<file path="src/rtl/regfile_pkg.sv">
// Shared constants for the register file with shadow bank.
// FSM state encoding and default geometry.
package regfile_pkg;

  localparam int WIDTH_DEF = 16;
  localparam int AW_DEF    = 4;

  localparam logic [1:0] ST_IDLE    = 2'b00;
  localparam logic [1:0] ST_SAVE    = 2'b01;
  localparam logic [1:0] ST_RESTORE = 2'b10;

endpackage

</file>
<file path="src/rtl/regfile_shadow_regbank.sv">
// NREGS x WIDTH register array: one synchronous write port,
// asynchronous clear, NRD combinational read ports.
module regbank
  import regfile_pkg::*;
#(
  parameter int WIDTH = WIDTH_DEF,
  parameter int AW    = AW_DEF,
  parameter int NRD   = 1
) (
  input  logic                       clk,
  input  logic                       reset,
  input  logic                       we,
  input  logic [AW-1:0]              wa,
  input  logic [WIDTH-1:0]           wd,
  input  logic [NRD-1:0][AW-1:0]     ra,
  output logic [NRD-1:0][WIDTH-1:0]  rd
);

  localparam int NREGS = 2 ** AW;

  logic [WIDTH-1:0] mem_q [NREGS];
  logic [WIDTH-1:0] mem_d [NREGS];

  always_comb begin
    mem_d = mem_q;
    if (we) begin
      mem_d[wa] = wd;
    end
  end

  always_ff @(posedge clk or posedge reset) begin
    if (reset) begin
      for (int i = 0; i < NREGS; i++) begin
        mem_q[i] <= '0;
      end
    end else begin
      mem_q <= mem_d;
    end
  end

  for (genvar g = 0; g < NRD; g++) begin : g_rd
    assign rd[g] = mem_q[ra[g]];
  end

endmodule

</file>
<file path="src/rtl/regfile_shadow.sv">
// Register file with shadow bank for context save/restore.
// Optional REGFILE_BYPASS_EN: same-cycle write-through forwarding to reads.
module regfile_shadow
  import regfile_pkg::*;
#(
  parameter int WIDTH = WIDTH_DEF,
  parameter int AW    = AW_DEF
) (
  input  logic             clk,
  input  logic             reset,
  input  logic             we3,
  input  logic [AW-1:0]    ra1,
  input  logic [AW-1:0]    ra2,
  input  logic [AW-1:0]    wa3,
  input  logic [WIDTH-1:0] wd3,
  input  logic             save_req,
  input  logic             restore_req,
  output logic [WIDTH-1:0] rd1,
  output logic [WIDTH-1:0] rd2,
  output logic             busy,
  output logic             done,
  output logic             wr_drop
);

  localparam logic [AW-1:0] CNT_ONE  = AW'(1);
  localparam logic [AW-1:0] CNT_LAST = '1;

  logic [1:0]    state_q, state_d;
  logic [AW-1:0] cnt_q, cnt_d;
  logic          wr_drop_q, wr_drop_d;

  logic             m_we;
  logic [AW-1:0]    m_wa;
  logic [WIDTH-1:0] m_wd;
  logic             s_we;

  logic [2:0][AW-1:0]    m_ra;
  logic [2:0][WIDTH-1:0] m_rd;
  logic [0:0][AW-1:0]    s_ra;
  logic [0:0][WIDTH-1:0] s_rd;

  logic byp1, byp2;
  logic last;

  assign busy = (state_q != ST_IDLE);
  assign last = (cnt_q == CNT_LAST);
  assign done = busy && last;
  assign wr_drop = wr_drop_q;

  assign m_ra = {cnt_q, ra2, ra1};
  assign s_ra = cnt_q;

  always_comb begin
    state_d   = state_q;
    cnt_d     = cnt_q;
    m_we      = 1'b0;
    m_wa      = wa3;
    m_wd      = wd3;
    s_we      = 1'b0;
    wr_drop_d = we3 && busy;
    unique case (state_q)
      ST_IDLE: begin
        m_we = we3 && (wa3 != '0);
        if (save_req) begin
          state_d = ST_SAVE;
          cnt_d   = CNT_ONE;
        end else if (restore_req) begin
          state_d = ST_RESTORE;
          cnt_d   = CNT_ONE;
        end
      end
      ST_SAVE: begin
        s_we  = 1'b1;
        cnt_d = cnt_q + CNT_ONE;
        if (last) state_d = ST_IDLE;
      end
      ST_RESTORE: begin
        m_we  = 1'b1;
        m_wa  = cnt_q;
        m_wd  = s_rd[0];
        cnt_d = cnt_q + CNT_ONE;
        if (last) state_d = ST_IDLE;
      end
      default: begin
        state_d = ST_IDLE;
        cnt_d   = '0;
      end
    endcase
  end

  always_ff @(posedge clk or posedge reset) begin
    if (reset) begin
      state_q   <= ST_IDLE;
      cnt_q     <= '0;
      wr_drop_q <= 1'b0;
    end else begin
      state_q   <= state_d;
      cnt_q     <= cnt_d;
      wr_drop_q <= wr_drop_d;
    end
  end

  regbank #(.WIDTH(WIDTH), .AW(AW), .NRD(3)) u_main (
    .clk   (clk),
    .reset (reset),
    .we    (m_we),
    .wa    (m_wa),
    .wd    (m_wd),
    .ra    (m_ra),
    .rd    (m_rd)
  );

  // Shadow is only ever addressed by the copy counter.
  regbank #(.WIDTH(WIDTH), .AW(AW), .NRD(1)) u_shadow (
    .clk   (clk),
    .reset (reset),
    .we    (s_we),
    .wa    (cnt_q),
    .wd    (m_rd[2]),
    .ra    (s_ra),
    .rd    (s_rd)
  );

`ifdef REGFILE_BYPASS_EN
  assign byp1 = we3 && !busy && (wa3 != '0) && (ra1 == wa3);
  assign byp2 = we3 && !busy && (wa3 != '0) && (ra2 == wa3);
`else
  assign byp1 = 1'b0;
  assign byp2 = 1'b0;
`endif

  assign rd1 = byp1 ? wd3 : ((ra1 == '0) ? '0 : m_rd[0]);
  assign rd2 = byp2 ? wd3 : ((ra2 == '0) ? '0 : m_rd[1]);

endmodule

</file>
<file path="config.mk">
export PLATFORM = sky130hd
export DESIGN_NAME = regfile_shadow
export DESIGN_NICKNAME = d
export VERILOG_FILES = /design/src/rtl/regfile_pkg.sv /design/src/rtl/regfile_shadow_regbank.sv /design/src/rtl/regfile_shadow.sv
export SDC_FILE = /design/constraint.sdc
export NUM_CORES = 1
export LEC_CHECK = 0
export ABC_AREA = 1
export ABC_CLOCK_PERIOD_IN_PS = 30400
export CAP_MARGIN = 10
export CORE_ASPECT_RATIO = 1.75
export CORE_MARGIN = 2
export CORE_UTILIZATION = 49
export CTS_CLUSTER_SIZE = 40
export DETAILED_ROUTE_END_ITERATION = 12
export PLACE_DENSITY = 0.65
export RECOVER_POWER = 100
export SYNTH_ARGS = -nofsm -noshare
export SYNTH_HDL_FRONTEND = slang
export SYNTH_SLANG_ARGS = --single-unit
</file>
<file path="constraint.sdc">
create_clock -name clk -period 30.4 [get_ports clk]
set_input_delay 3.04 -clock clk [delete_from_list [all_inputs] [get_ports clk]]
set_output_delay 3.04 -clock clk [all_outputs]
set_load 0.01 [all_outputs]
</file>
---- After elaboration in Yosys (flattened, before gate mapping) ----
Cells that the tools add are included.
word-level totals
  register bits ........................... 519
  bits in latches ......................... 0
  bits in writable memories ............... 0
  bits in read-only memories .............. 0
  bits of input ports ..................... 33
  output and inout port bits .............. 35
  logic and storage cells ................. 94
  memories ................................ 0
operators by class
  add/sub/neg operators ................... 1
  multipliers ............................. 0
  divide/modulo/power cells ............... 0
  order comparisons ....................... 6
  equality and inequality tests ........... 5
  shifts and indexed selects .............. 0
  mux-type cells .......................... 31
  bitwise logic cells ..................... 4
  reduce and logical (&&, ||, !) cells .... 12
operator list
  kind                                                                          number
  256-bit bitwise mux                                                           2
  16-bit binary-select mux with 4-bit select                                    4
  16-bit two-way mux                                                            13
  16-bit demux with 4-bit select                                                2
  5-bit >= comparator, second input constant                                    4
  4-bit inverter with 5-bit output                                              4
  4-bit two-way mux                                                             3
  5-bit by 1-bit less-than comparator with 1-bit output, second input constant  2
  4-bit zero test                                                               2
  4-bit case mux with 2 select lines                                            1
  2-bit two-way mux                                                             3
  1-bit logical AND                                                             5
  4-bit by 1-bit adder with 4-bit output, second input constant                 1
  4-bit equality test, second input constant                                    1
  2-bit case mux with 2 select lines                                            1
  4-bit nonzero test                                                            1
  3-bit inequality test, second input constant                                  1
  2-bit by 1-bit equality test with 1-bit output, second input constant         1
  2-bit equality test, second input constant                                    1
  2-bit zero test                                                               1
  2-bit by 1-bit inequality test with 1-bit output, second input constant       1
  1-bit case mux with 2 select lines                                            1
  2-bit AND reduction                                                           1
  2-bit nonzero test                                                            1
  2 further kinds                                                               2

---- Depth between registers and ports, before layout ----
  depth after elaboration ................. 8
  gate-level depth with buffers ........... 13
  depth with buffers taken out ............ 11

---- Cells and area by module ----
From an unflattened synthesis, not the netlist that was laid out.
unflattened totals
  cell total of the unflattened synthesis .. 4611
  area total of the unflattened synthesis .. 30491.7 µm²
modules (own cells, without submodules)
  module               times used  cells each  area each (µm²)  sequential area each (µm²)
  regbank at u_main    1           2789        17194.0          6406.1
  regbank at u_shadow  1           1658        12306.8          6406.1
  regfile_shadow       1           164         991.0            175.2

---- Least setup slack after synthesis ----
Ideal clock, no wire load.
  path type ............................... input to output
  start point ............................. in ra1[0]
  end point ............................... out rd1[10]
  arrival time ............................ 4.314 ns
  required time ........................... 27.360 ns
  setup slack ............................. 23.046 ns
  stages on the path ...................... 4
  buffers on the path ..................... 2
  cells stage by stage .................... clkbuf_1 -> nor4_1 -> clkbuf_1 -> a21oi_1
between the ends
  word-level cells in the longest chain between the ends .. 5
  elaborated cells on any way between the ends .. 6
  those cells by class .................... mux: 4; bitwise: 1; reduce/logical: 1
RTL lines
  element                                                 line                          source
  start, declared                                         regfile_shadow.sv:12          input logic [AW-1:0] ra1,
  4-bit inverter with 5-bit output (not written as such)  regfile_shadow_regbank.sv:42  assign rd[g] = mem_q[ra[g]];
  16-bit binary-select mux with 4-bit select              regfile_shadow_regbank.sv:42
  16-bit two-way mux (not written as such) (2 in a row)   regfile_shadow_regbank.sv:42
  16-bit two-way mux (*)                                  regfile_shadow.sv:132         assign rd1 = byp1 ? wd3 : ((ra1 == '0) ? '0 : m_rd[0]);
  end, declared                                           regfile_shadow.sv:18          output logic [WIDTH-1:0] rd1,
Every way passes the cells marked *; elsewhere a longest branch is shown, timed or not. The select of a mux whose other input is x is not followed.

==> results.sh <==
export IMPL_status="finished with violations"
export IMPL_violations="capacitance limit, slew limit"
export IMPL_drt_initial_drc_count=3087
export IMPL_timing_final_crit_period_ns=16.13
export IMPL_crit_required_ns=31.03
export IMPL_synth_top_area_share_pct=42.93
export IMPL_ys_flop_type="dfrtp_1"
export IMPL_finalCritPeriodShare_pct=53.05
export IMPL_ys_ff_latch=519
export IMPL_antenna_found_initial=2
export IMPL_post_cts_resized=0
export IMPL_fp_dieH_um=332.7
export IMPL_n_antenna_cell=0
export IMPL_end_kind="asynchronous set/reset pin"
export IMPL_port_buffers=67
export IMPL_h_tree_depth=2
export IMPL_synth_avg_cell_area_um2=6.931
export IMPL_first_pass_iters=6
export IMPL_dp_cells=4933
export IMPL_cp_arrival_ns=16.75
export IMPL_cts_buffers=51
export IMPL_viasPerCell=5.820
export IMPL_core_area_mm2=0.06111
export IMPL_cts_sinks=519
export IMPL_cts_tree="built"
export IMPL_drc_errors=0
export IMPL_power_switching_mw=1.436
export IMPL_synth_cells=4365
export IMPL_place_area_mm2=0.03076
export IMPL_yosysTopAreaCell="dfrtp_1"
export IMPL_power_internal_mw=1.685
export IMPL_setup_viol=0
export IMPL_grt_max_degree=167
export IMPL_register_area_mm2=0.01299
export IMPL_tightest_slew_ns=8.969
export IMPL_finalSetupTns_ns=0
export IMPL_syn_to_final_growth_pct=6.597
export IMPL_yosys_cell_types_count=30
export IMPL_layout_commonest_cell="nand2_1"
export IMPL_rows=120
export IMPL_syn_nets=4406
export IMPL_fmax_mhz=62.01
export IMPL_yosysWarnings=0
export IMPL_die_w_um=191.8
export IMPL_cap_viol_max_count=15
export IMPL_grt_pass1_vias=27310
export IMPL_fillers=6199
export IMPL_maxSlewHeadroom_pct=-497.9
export IMPL_skew_ns=0.01804
export IMPL_synth_seq_area_share_pct=42.93
export IMPL_root_buffer="clkbuf_16"
export IMPL_start_util_pct=49.51
export IMPL_peakVddDrop_mv=0.07109
export IMPL_startpoint_type="input pin"
export IMPL_final_net_count=4234
export IMPL_clockPowerShare_pct=21.2
export IMPL_synthTopCellsByArea="dfrtp_1 43%, nand2_1 19%, o21ai_0 9.8%"
export IMPL_grt_use_total_pct=32.46
export IMPL_p_leak_nw=15.80
export IMPL_synth_edff_count=0
export IMPL_cts_path_max_buffers=3
export IMPL_multi_input_area_mm2=0.01438
export IMPL_rsz0062_at_grt="false"
export IMPL_netlist_area_mm2=0.03025
export IMPL_hold_class="flop to flop"
export IMPL_clk_pin_slew_ns=0.06
export IMPL_die_area_mm2=0.06382
export IMPL_critical_path_class="input pin to asynchronous set/reset pin"
export IMPL_slew_violations=1141
export IMPL_path_max_fanout=163
export IMPL_clock_latency_ns=0.62
export IMPL_drive_above_1_share_pct=3.825
export IMPL_vias=29260
export IMPL_finalHoldViolations=0
export IMPL_grt_overflow_total=0
export IMPL_io_pins=68
export IMPL_p_total_mw=3.121
export IMPL_seq_power_share_pct=36.0
export IMPL_power_density_mw_per_mm2=96.78
export IMPL_place_gp_congestion=0.9176
export IMPL_wire_per_inst_um=20.48
export IMPL_routed_wl_um=103000
export IMPL_postCtsHoldBufs=0
export IMPL_sw_frac_of_total_pct=46.00
export IMPL_layout_cells_non_filler=5028
export IMPL_post_cts_buffers=0
export IMPL_layout_common_cells="1533 x nand2_1, 595 x o21ai_0, 519 x dfrtp_1, 450 x nand3_1, 300 x inv_1"
export IMPL_async_flop_share_pct=100.0
export IMPL_fin_area_mm2=0.03225
export IMPL_postRouteAntennaNets=0
export IMPL_grt_pass1_wl_um=160900
export IMPL_pwr_share_comb_pct=42.8
export IMPL_place_hpwl_um=63890
==> per-stage QoR <==
step / utilization, % / setup slack [ns] / hold slack [ns]
6_report: 52.77 / 14.27 / 0.4803
5_1_grt: 52.77 / 11.82 / 0.4963
4_1_cts: 53.13 / 21.21 / 0.4820
3_5_place_dp: 50.33 / 21.22 / 0.4663
3_3_place_gp: 50.33 / 21.21 / 0.4616
2_1_floorplan: - / 12.86 / 0.4478
==> cell type report <==
class | count | share of cell area [%]
repair buffers | 121 | 3.150
well taps | 793 | 3.077
clock buffers | 78 | 4.741
clock inverters | 17 | 0.5626
multi-input cells | 3191 | 44.58
flip-flops and latches | 519 | 40.27
inverters | 309 | 3.612
==> Yosys cell counts (7+ instances only) <==
cell	instances
nand2_1	1524
o21ai_0	592
dfrtp_1	519
nand3_1	450
inv_1	287
a21oi_1	226
nor2_1	176
clkbuf_1	155
o211ai_1	143
buf_2	108
buf_4	34
buf_1	27
inv_2	20
or2_2	16
nor2_2	14
clkbuf_2	13
buf_6	9
nand2_2	9
ha_1	8
o21ai_1	7
==> worst max-delay path: stages <==
cell and delay [ns]:
dlygate4sd3_1 0.55, clkinvlp_2 2.56, clkbuf_1 6.43, clkbuf_1 2.90, buf_4 0.98
==> power by group through the flow <==
stage	clock (mW)	sequential [mW]	combinational, mW
3_3_place_gp	0	1.12	1.32
2_1_floorplan	0	1.06	1.01
3_5_place_dp	0	1.12	1.33
6_report	0.662	1.12	1.34
5_1_grt	0.694	1.15	1.51
4_1_cts	0.671	1.11	1.34
==> logic make-up after synthesis <==
family	Yosys count	synth area share, %
compound gates	975	17.41
flops	519	42.93
buf+inv	655	9.273
simple gates	2208	30.05
fa+ha+maj	8	0.3309
==> registers in the layout (all words and copies together), names as in the netlist <==
name / count
u_shadow.mem_q: 256
wr_drop: 1
u_main.mem_q: 256
cnt_q: 4
state_q: 2
==> per-layer routing <==
layer	global-route usage (%)	up-vias	wire length (um)	part of all wire, %
met3	3.936	333	7202	7.0
met2	54.51	1318	50120	49
met1	40.54	13800	39770	39
met4	17.27	4	5861	5.7
met5	0	-	23	0.022
li1	-	13810	-	-
==> path summary, 6_finish.rpt <==
| path | startpoint | to | slack (ns) | depth (start not counted) |
|---|---|---|---|---|
| worst max-delay path | reset | u_main.mem_q[62] | 14.27 | 5 |
| worst min-delay path | u_shadow.mem_q[159] | u_shadow.mem_q[159] | 0.48 | 2 |
| worst max register to register | cnt_q[1] | u_main.mem_q[166] | 21.35 | 9 |
| worst min register to register | u_shadow.mem_q[159] | u_shadow.mem_q[159] | 0.48 | 2 |
| max in group clk | ra1[0] | rd1[15] | 15.19 | 6 |
| min in group asynchronous | reset | u_shadow.mem_q[226] | 4.28 | 2 |
Power figures use the tool's default switching activity.
